### src/rtl/st_fifo_8_if.sv
// Avalon-ST valid/ready bundle for st_fifo_8: upstream (in_*) and downstream (out_*) sides.
interface st_fifo_8_if #(
  parameter int unsigned DATA_W = 8
);
  logic [DATA_W-1:0] in_data;
  logic              in_valid;
  logic              in_ready;
  logic [DATA_W-1:0] out_data;
  logic              out_valid;
  logic              out_ready;

  modport slave (
    input  in_data, in_valid, out_ready,
    output in_ready, out_data, out_valid
  );

  modport master (
    output in_data, in_valid, out_ready,
    input  in_ready, out_data, out_valid
  );
endinterface

### src/rtl/st_fifo_8.sv
// Synchronous show-ahead FIFO with Avalon-ST valid/ready on both sides.
// Flow control depends only on registered occupancy, never on out_ready.
module st_fifo_8 #(
  parameter  int unsigned DATA_W = 8,
  parameter  int unsigned DEPTH  = 8,
  localparam int unsigned CNT_W  = $clog2(DEPTH) + 1
) (
  input  logic             clk,
  input  logic             rst,
  input  logic             flush,
  st_fifo_8_if.slave       st,
  output logic [CNT_W-1:0] level,
  output logic             full,
  output logic             empty
);
  localparam int unsigned PTR_W = $clog2(DEPTH);

  logic [DATA_W-1:0] mem_q [DEPTH];
  logic [DATA_W-1:0] mem_d [DEPTH];
  logic [PTR_W-1:0]  rd_ptr_q, rd_ptr_d;
  logic [PTR_W-1:0]  wr_ptr_q, wr_ptr_d;
  logic [CNT_W-1:0]  level_q, level_d;
  logic              wr_en, rd_en;

  assign full  = (level_q == CNT_W'(DEPTH));
  assign empty = (level_q == '0);
  assign level = level_q;

  assign st.in_ready  = !full;
  assign st.out_valid = !empty;
  assign st.out_data  = empty ? '0 : mem_q[rd_ptr_q];

  // Handshakes are void in a reset/flush cycle so no word survives the clear.
  assign wr_en = st.in_valid && !full && !rst && !flush;
  assign rd_en = !empty && st.out_ready && !rst && !flush;

  always_comb begin
    mem_d    = mem_q;
    rd_ptr_d = rd_ptr_q;
    wr_ptr_d = wr_ptr_q;
    level_d  = level_q;
    if (wr_en) begin
      mem_d[wr_ptr_q] = st.in_data;
      wr_ptr_d        = wr_ptr_q + PTR_W'(1);
    end
    if (rd_en) begin
      rd_ptr_d = rd_ptr_q + PTR_W'(1);
    end
    case ({wr_en, rd_en})
      2'b10:   level_d = level_q + CNT_W'(1);
      2'b01:   level_d = level_q - CNT_W'(1);
      default: level_d = level_q;
    endcase
    if (rst || flush) begin
      rd_ptr_d = '0;
      wr_ptr_d = '0;
      level_d  = '0;
    end
  end

  always_ff @(posedge clk) begin
    if (rst) begin
      rd_ptr_q <= '0;
      wr_ptr_q <= '0;
      level_q  <= '0;
    end else begin
      rd_ptr_q <= rd_ptr_d;
      wr_ptr_q <= wr_ptr_d;
      level_q  <= level_d;
    end
  end

  // Storage has no reset; contents are only meaningful below level.
  always_ff @(posedge clk) begin
    mem_q <= mem_d;
  end
endmodule

### src/flat_wrapper.sv
// flat-port wrapper written by rule: the top's interface ports become plain ports
module st_fifo_8_flat 
#(
  parameter  int unsigned DATA_W = 8,
  parameter  int unsigned DEPTH  = 8,
  localparam int unsigned CNT_W  = $clog2(DEPTH) + 1
)
  (clk, rst, flush, level, full, empty, st_in_data, st_in_valid, st_out_ready, st_in_ready, st_out_data, st_out_valid);
  st_fifo_8_if #(.DATA_W(DATA_W)) st_i ();
  input  logic clk;
  input  logic rst;
  input  logic flush;
  output logic [CNT_W-1:0] level;
  output logic full;
  output logic empty;
  input wire logic [$bits(st_i.in_data)-1:0] st_in_data;
  input wire logic [$bits(st_i.in_valid)-1:0] st_in_valid;
  input wire logic [$bits(st_i.out_ready)-1:0] st_out_ready;
  output wire logic [$bits(st_i.in_ready)-1:0] st_in_ready;
  output wire logic [$bits(st_i.out_data)-1:0] st_out_data;
  output wire logic [$bits(st_i.out_valid)-1:0] st_out_valid;
  assign st_i.in_data = st_in_data;
  assign st_i.in_valid = st_in_valid;
  assign st_i.out_ready = st_out_ready;
  assign st_in_ready = st_i.in_ready;
  assign st_out_data = st_i.out_data;
  assign st_out_valid = st_i.out_valid;
  st_fifo_8 #(.DATA_W(DATA_W), .DEPTH(DEPTH)) u_core (.clk(clk), .rst(rst), .flush(flush), .st(st_i), .level(level), .full(full), .empty(empty));
endmodule
### config.mk
export PLATFORM = sky130hd
export DESIGN_NAME = st_fifo_8_flat
export DESIGN_NICKNAME = d
export VERILOG_FILES = /design/src/rtl/st_fifo_8_if.sv /design/src/rtl/st_fifo_8.sv /design/src/flat_wrapper.sv
export SDC_FILE = /design/constraint.sdc
export NUM_CORES = 1
export LEC_CHECK = 0
export ABC_AREA = 1
export BUFFER_PORTS_ARGS = -buffer_cell sky130_fd_sc_hd__buf_4
export CORE_MARGIN = 2
export CORE_UTILIZATION = 35
export DETAILED_ROUTE_END_ITERATION = 7
export SKIP_LAST_GASP = 1
export SLEW_MARGIN = 10
export SYNTH_ARGS = -nofsm -noshare
export SYNTH_HDL_FRONTEND = slang
export SYNTH_SLANG_ARGS = --single-unit
### constraint.sdc
create_clock -name clk -period 1.7 [get_ports clk]
set_input_delay 0.17 -clock clk [delete_from_list [all_inputs] [get_ports clk]]
set_output_delay 0.17 -clock clk [all_outputs]
set_load 0.01 [all_outputs]
Word level (Yosys, flattened, before mapping)
Index checks and enable logic that the tools add are counted.

cells by class
  eq/ne operators = 3
  add/subtract/negate cells = 4
  multiplexer cells = 8
  magnitude comparators = 3
  reduce and logical (&&, ||, !) cells = 15
  bitwise operators = 2

operators with widths
  operator                                                    count
  bitwise mux 64 bit                                          1
  two-way mux 8 bit                                           4
  binary-select mux 8 bit (select 3 bit)                      1
  demux 8 bit (select 3 bit)                                  1
  greater-or-equal comparator 4 bit, second input constant    2
  NOT 3 -> 4 bit                                              2
  one-hot mux 4 bit (2 select lines)                          1
  logical AND 1 bit                                           7
  adder 3 x 1 -> 3 bit, second input constant                 2
  adder 4 x 1 -> 4 bit, second input constant                 1
  == test 4 bit, second input constant                        1
  logical NOT 1 bit                                           4
  logical NOT 4 bit                                           1
  less-than comparator 4 x 1 -> 1 bit, second input constant  1
  subtractor 4 x 1 -> 4 bit, second input constant            1
  == test 2 x 1 -> 1 bit, second input constant               1
  == test 2 bit, second input constant                        1
  nonzero test 2 bit                                          1
  OR reduction 2 bit                                          1
  logical OR 1 bit                                            1

word-level totals
  bits of input ports = 13
  flip-flop bits (word level) = 74
  word-level logic and storage cells = 46
  output and inout bits = 16

Longest topological paths before layout
Gate-level depths: netlist of run 1.

  word-level depth = 7
  depth in mapped cells = 14
  gate-level depth less buffers = 14

Least setup slack after synthesis of run 1
Ideal clock, no wire load.

  path type = register -> register
  from = register u_core.level_q[0] (netlist: u_core.level[0])
  to = register u_core.level_q[3] (netlist: u_core.level[3])
  clock period less this slack = 1912 ps
  buffers on the path = 0
  arrival time = 1804 ps
  cell stages (with the launch flop) = 12
  slack = -212 ps
  required time = 1591 ps
  cells stage by stage = dfxtp_1 nor2_2 nand3_1 nand2_1 inv_1 ha_1 ha_1 or2_2 nand3_1 nand3_1 nand2_1 inv_1

between the ends
  longest elaborated chain between the ends = 7

ends and longest elaborated chain
  what                                                                             RTL line         source
  from (decl)                                                                      st_fifo_8.sv:22  logic [CNT_W-1:0] level_q, level_d;
  from (signal assigned)                                                           st_fifo_8.sv:69  level_q <= level_d;
  logical NOT 4 bit *                                                              st_fifo_8.sv:26  assign empty = (level_q == '0);
  logical NOT 1 bit *                                                              st_fifo_8.sv:35  assign rd_en = !empty && st.out_ready && !rst && !flush;
  logical AND 1 bit * (3 in a row)                                                 st_fifo_8.sv:35
  via u_core.rd_en                                                                 st_fifo_8.sv:23  logic wr_en, rd_en;
  == test 2 x 1 -> 1 bit / == test 2 bit (equally long branches)                   st_fifo_8.sv:49  case ({wr_en, rd_en})
  one-hot mux 4 bit (2 select lines) / nonzero test 2 bit (equally long branches)  --

Mark *: on every way through the listed nets, which the timed path passes. The rest lies on a longest branch.
A chain may end at the register's enable or synchronous reset.

Worst setup path after layout of run 1
  from = register u_core.rd_ptr_q[0]
  to = output st_out_data[3]

between the ends
  longest elaborated chain between the ends = 5

ends and longest elaborated chain
  what                                                  RTL line            source
  from (decl)                                           st_fifo_8.sv:20     logic [PTR_W-1:0] rd_ptr_q, rd_ptr_d;
  from (signal assigned)                                st_fifo_8.sv:67     rd_ptr_q <= rd_ptr_d;
  NOT 3 -> 4 bit (not written as such)                  st_fifo_8.sv:31     assign st.out_data = empty ? '0 : mem_q[rd_ptr_q];
  binary-select mux 8 bit (select 3 bit)                st_fifo_8.sv:31
  two-way mux 8 bit (not written as such) (2 in a row)  st_fifo_8.sv:31
  two-way mux 8 bit                                     st_fifo_8.sv:31
  to (decl)                                             flat_wrapper.sv:20  output wire logic [$bits(st_i.out_data)-1:0] st_out_data;

Every way passes these cells. The select of a mux whose other input is x is not followed.

==> results.cfg, run 1 <==
[placement]
place_congestion = 0.757
dp_hpwl_mm = 4.91
io_buffers = 28
place_area_sq_um = 4020
placed_cells = 534

[die]
die_width_um = 103
core_sq_um = 9680
row_count = 36
fp.dieH_um = 103
die_area_sq_um = 10700
initial_utilization = 0.358
io_pins = 29

[worst_setup_path]
crit_type = flop to output pin
setup.worst_path.start_class = flop
end_kind = output pin
reg2reg_from = u_core.level[1]
required_ns = 1.53
critPathLaunch = u_core.rd_ptr_q[0]
crit_fanout = 5
crit_arrival_ns = 1.53

[timing]
finalHoldViolCount = 0
rsz0062_at_grt = yes
final.setup.worst_slack_ns = -0.00394
setup_viol = 1
worst_slew_margin_rel = 0.740
drv_slew = 0
hold_slack_ns = 0.0580
finalCriticalPeriod_ns = 1.70
max_slew.worst_pin.slew_ns = 0.388
fmax_ghz = 0.587
period_share = 1.00
skew_ns = 0.0121

[flow_run]
drv_cap = 0

[power]
clkPwrFrac = 0.357
power_frac_seq = 0.565
total_leakage_power_nw = 1.92
ir_drop_uv = 405
p_int_mw = 2.76
p_per_area_nw_per_um2 = 783
netSwitchingFraction = 0.215
power.total_mw = 3.51
combPwrFrac = 0.078
p_switching_mw = 0.754

[synthesis]
syn_area_sq_um = 3460
yosys_warnings = 0
yosysUniqueCellTypes = 24
ys_seq_area_frac = 0.612
syn_inst = 356
synth_fp_nets = 375
avgSynthCellArea_sq_um = 9.73
synth-seq-cells = 74

[cells_and_area]
finish.utilization = 0.463
multi_input_area_sq_um = 1170
layout-area-overhead-vs-synth_pct = 29.5
nFillCells = 896
layout-drive-gt1-share = 0.347
layout.cells.non_filler = 557
fin_nets = 440
fin_area_sq_um = 4490
regArea_sq_um = 2140
n_antenna_cell = 0

[global_routing]
antenna_found_initial = 0
grt_pass1_vias = 2393
track_usage = 0.159
grt_pass1_wl_mm = 12.4
grt_max_degree = 17
grt_overflow = 0

[clock_network]
cts_buffer_depth = 2
cts_root_buf = clkbuf_8
htree_levels = 3
clk_latency_ns = 0.34
cts_tree = done
cts_sinks = 74
cts.clk_slew.worst_paths_ns = 0.07
hold_buffers = 0
numCtsBuffers = 9

[routing]
drt_wl_total_mm = 7.97
drt_pre_antenna_iters = 4
first_iter_violations = 143
num_vias = 2567
routedWlPerCell_um = 14.3
drc = 0
final_antenna_net_count = 0
avgViaCountPerCell = 4.61

[status]
status = finished, violations left
violations = setup timing

[worst_hold_path]
hp-class = input pin to flop
min-delay-start = st_in_data[4]
kinds of logic after synthesis:
| kind of cell | count (synthesis) | synth area share |
|---|---|---|
| and+or+nand+nor | 187 | 0.238 |
| adders and majority gates | 6 | 0.0238 |
| AOI/OAI and AO/OA | 19 | 0.0274 |
| xor gates and xnor gates | 1 | 0.00253 |
| buffers and inverters | 69 | 0.0961 |
| DFF | 74 | 0.612 |
power by group through the flow:
stage / Combinational, mW / Clock, mW / Sequential [mW]
2_1_floorplan: 0.120 / 0 / 2.03
3_3_place_gp: 0.233 / 0 / 2.02
3_5_place_dp: 0.237 / 0 / 2.03
4_1_cts: 0.259 / 1.29 / 1.98
5_1_grt: 0.303 / 1.35 / 1.98
6_report: 0.276 / 1.25 / 1.98
placed cells by master (no fill, tap or decap), types with 2 or more instances in the layout:
cell and instances:
inv_1 50, nand2_1 100, clkbuf_8 9, buf_6 3, nor3_1 4, ha_1 3
clkinv_2 4, ha_4 2, nand2_4 2, nor2_2 10, bufbuf_16 2, clkbuf_16 2
nor2_4 3, nor2_1 11, nand3_2 13, nand3_1 21, dfxtp_1 4, a21oi_1 14
edfxtp_1 64, o21ai_0 3, inv_2 5, nand2_2 21, dfxtp_2 3, buf_4 56
dfxtp_4 3
flip-flops by register name (all words and copies together), names as in the netlist:
| signal | count |
|---|---|
| u_core.level | 4 |
| u_core.mem_q | 64 |
| u_core.rd_ptr_q | 3 |
| u_core.wr_ptr_q | 3 |
Yosys cell counts:
cell / count / share of area
nand2_1: 111 / 0.12
edfxtp_1: 64 / 0.55
inv_1: 55 / 0.060
nand3_1: 31 / 0.045
nor2_1: 20 / 0.022
a21oi_1: 15 / 0.022
nand2_2: 11 / 0.020
dfxtp_1: 10 / 0.058
buf_6: 5 / 0.016
ha_1: 5 / 0.018
buf_2: 4 / 0.0058
nand3_2: 4 / 0.012
nor3_1: 4 / 0.0058
o21ai_0: 4 / 0.0058
nor2_2: 3 / 0.0054
buf_4: 2 / 0.0043
buf_12: 1 / 0.0058
clkinv_1: 1 / 0.0011
fa_1: 1 / 0.0058
inv_8: 1 / 0.0033
nand2_4: 1 / 0.0033
nor2_4: 1 / 0.0033
or2_2: 1 / 0.0018
xnor2_1: 1 / 0.0025
through the flow:
step | setup WS (ns) | setup TNS (ns)
floorplan | -0.0149 | -0.0149
global placement | 0.000143 | 0
detailed placement | -0.0828 | -0.167
CTS | -0.00849 | -0.0107
global route | -0.0865 | -0.671
finish | -0.00394 | -0.00394
metal layers:
layer	wire, um	part of all wire	GRT usage	up-vias
met3	367	0.046	0.0430	9
met4	76	0.0095	0.0486	0
met1	3670	0.46	0.211	1237
li1	-	-	-	1265
met5	0	0	0	-
met2	3860	0.48	0.256	56
area by class of cell:
type,instances,share of cell area
Multi-Input combinational cell,213,0.260
Clock inverter,4,0.0100
Inverter,57,0.0516
Timing Repair Buffer,65,0.135
Sequential cell,74,0.476
Tap cell,133,0.0371
Timing Repair inverter,1,0.00195
Clock buffer,10,0.0284
repair_timing:
| item | CTS | global route |
|---|---|---|
| endpoints found under the setup margin | 9 | 10 |
| setup buffers | 1 | 3 |
| resized for setup | 14 | 33 |
| gates cloned | 3 | 2 |
| pin swaps | 2 | 15 |
path summary, 6_finish.rpt:
path / end / slack (ns) / cells after the start
min: u_core.mem_q[36] / 0.06 / 1
max: st_out_data[3] / -0.004 / 8
max reg2reg: u_core.level[3] / 0.04 / 11
min reg2reg: u_core.wr_ptr_q[0] / 0.48 / 2
worst max-delay path, cell delays in order, from the launching register on:
cell	delay (ns)
dfxtp_4	0.37
buf_12	0.16
clkbuf_16	0.16
nand2_2	0.07
nand3_2	0.06
nand3_2	0.08
nand2_2	0.06
nor2_4	0.13
buf_6	0.11
No activity file was read; power rests on OpenSTA's default activity.
==> run 2: changes to the inputs <==
SETUP_SLACK_MARGIN = 0.3   (was unset)
==> run 2 against run 1 <==
Against the previous run:
- the flow still finishes with violations (setup timing)
- sequential power hardly changed
- clock power is 27% higher
- final cell count is 1.1% higher
- total power is 9.9% higher
- die area stayed put
- sequential share of layout area is 1.8 points lower
- setup slack worse by 0.0049 ns
- critical path depth stayed put
- critical path type unchanged
==> results.cfg, run 2 (synthesis results as in run 1) <==
[die]
fp.dieH_um = 103
core_sq_um = 9680
initial_utilization = 0.358
io_pins = 29
die_width_um = 103
row_count = 36
die_area_sq_um = 10700

[power]
combPwrFrac = 0.075
power_frac_seq = 0.513
clkPwrFrac = 0.411
p_per_area_nw_per_um2 = 826
ir_drop_uv = 502
netSwitchingFraction = 0.203
total_leakage_power_nw = 1.99
power.total_mw = 3.86
p_switching_mw = 0.783
p_int_mw = 3.08

[clock_network]
cts_tree = done
cts_sinks = 74
cts_buffer_depth = 2
htree_levels = 3
numCtsBuffers = 9
cts.clk_slew.worst_paths_ns = 0.08
clk_latency_ns = 0.34
cts_root_buf = clkbuf_8

[placement]
io_buffers = 28
place_congestion = 0.831
dp_hpwl_mm = 4.84

[flow_run]
drv_cap = 0

[status]
status = finished, violations left
violations = setup timing

[timing]
drv_slew = 0
final.setup.worst_slack_ns = -0.00880
rsz0062_at_grt = yes
worst_slew_margin_rel = 0.844
period_share = 1.01
max_slew.worst_pin.slew_ns = 0.233
setup_viol = 3
finalCriticalPeriod_ns = 1.71
finalHoldViolCount = 0
skew_ns = 0.0117
fmax_ghz = 0.585

[worst_setup_path]
cp_slowest_cell = dfxtp_4
crit_type = flop to output pin
end_kind = output pin
crit_fanout = 8
crit_arrival_ns = 1.54
cpPeakStageDelay_ns = 0.36
required_ns = 1.53
setup.worst_path.start_class = flop
path_cells = buf_12 -> clkbuf_16 -> nand2_1 -> nand3_1 -> nand3_1 -> nand2_1 -> nor2_1 -> buf_4

[cells_and_area]
finish.utilization = 0.482
final_cell_mix = nand2_1, edfxtp_1, inv_1
fin_nets = 444
layout-area-overhead-vs-synth_pct = 34.9
regMostFlops = u_core.mem_q
n_antenna_cell = 0
nFillCells = 865
final_common_cell = nand2_1
layout-drive-gt1-share = 0.340
largest_reg_flops = 64

[routing]
drt_wl_total_mm = 8.14
drt_pre_antenna_iters = 5
drc = 0
first_iter_violations = 104
num_vias = 2570
avgViaCountPerCell = 4.56
final_antenna_net_count = 0
routedWlPerCell_um = 14.5

[global_routing]
grt_pass1_wl_mm = 12.6
grt_overflow = 0
grt_max_degree = 17
track_usage = 0.161
antenna_found_initial = 0
grt_pass1_vias = 2423

[worst_hold_path]
hp-class = input pin to flop
## run 2: cell count changes in the layout (fill, tap and decap cells not counted), moves of 2 or more
cell | before | now
nor2_2 | 10 | 5
nand3_1 | 21 | 29
nor3_1 | 4 | 0
clkinvlp_4 | 0 | 2
nand3_2 | 13 | 4
bufinv_16 | 1 | 3
nor3_4 | 0 | 4
buf_6 | 3 | 18
nand2_2 | 21 | 16
nor2_4 | 3 | 7
buf_4 | 56 | 44
nand2_1 | 100 | 106
inv_1 | 50 | 48
## run 2: cell type report
type | instances | area [sq um] | share of cell area
Sequential cell | 74 | 2140 | 0.458
Multi-Input combinational cell | 213 | 1190 | 0.254
Timing Repair Buffer | 69 | 693 | 0.148
Inverter | 57 | 239 | 0.0512
Tap cell | 133 | 166 | 0.0356
Clock buffer | 10 | 128 | 0.0273
Clock inverter | 6 | 105 | 0.0225
Timing Repair inverter | 1 | 11.3 | 0.00241
## run 2: repair_timing
item | 4_1_cts | 5_1_grt
setup endpoints to repair | 79 | 79
cloned | 3 | 1
hold buffers | 0 | 0
gates resized for setup | 39 | 24
buffers inserted | 10 | 5
pin swaps | 5 | 9
## run 2: per-stage QoR
| step | setup WS, ns | setup TNS (ns) | cells | instance area, sq um | hold WS, ns |
|---|---|---|---|---|---|
| 6_report | -0.00880 | -0.0194 | 563 | 4670 | 0.0559 |
| 5_1_grt | -0.110 | -0.823 | 563 | 4670 | 0.0536 |
| 3_5_place_dp | -0.00822 | -0.00822 | 528 | 3990 | 0.408 |
| 2_1_floorplan | 0.0315 | 0 | 356 | 3540 | 0.269 |
| 4_1_cts | -0.0514 | -0.189 | 557 | 4520 | 0.0434 |
| 3_3_place_gp | 0.0293 | 0 | 528 | 3990 | 0.406 |
## run 2: power by group through the flow
| stage | logic (mW) | registers [mW] | clock network (mW) |
|---|---|---|---|
| 2_1_floorplan | 0.122 | 2.03 | 0 |
| 5_1_grt | 0.319 | 1.98 | 1.67 |
| 6_report | 0.291 | 1.98 | 1.59 |
| 4_1_cts | 0.275 | 1.98 | 1.61 |
| 3_3_place_gp | 0.227 | 2.03 | 0 |
| 3_5_place_dp | 0.229 | 2.03 | 0 |
## run 2: layer usage
layer  vias to the layer above  wire (um)  global-route usage
met3                        11        445              0.0484
met4                         0        106              0.0536
li1                       1279          -                   -
met2                        63       3990               0.265
met1                      1217       3600               0.204
met5                         -          0                   0
## run 2: final timing paths
kind                       from                  to  slack [ns]  cells past startpoint
max          u_core.rd_ptr_q[0]      st_out_data[5]      -0.009                      8
min               st_in_data[5]    u_core.mem_q[53]        0.06                      1
max reg2reg     u_core.level[1]     u_core.level[3]           0                     11
min reg2reg  u_core.wr_ptr_q[0]  u_core.wr_ptr_q[0]        0.49                      2
## run 2: worst max-delay path, delay by kind of cell (launching register included)
family        cells  cell delay, ns
buf+inv           3            0.46
flops             1            0.36
simple gates      5            0.38
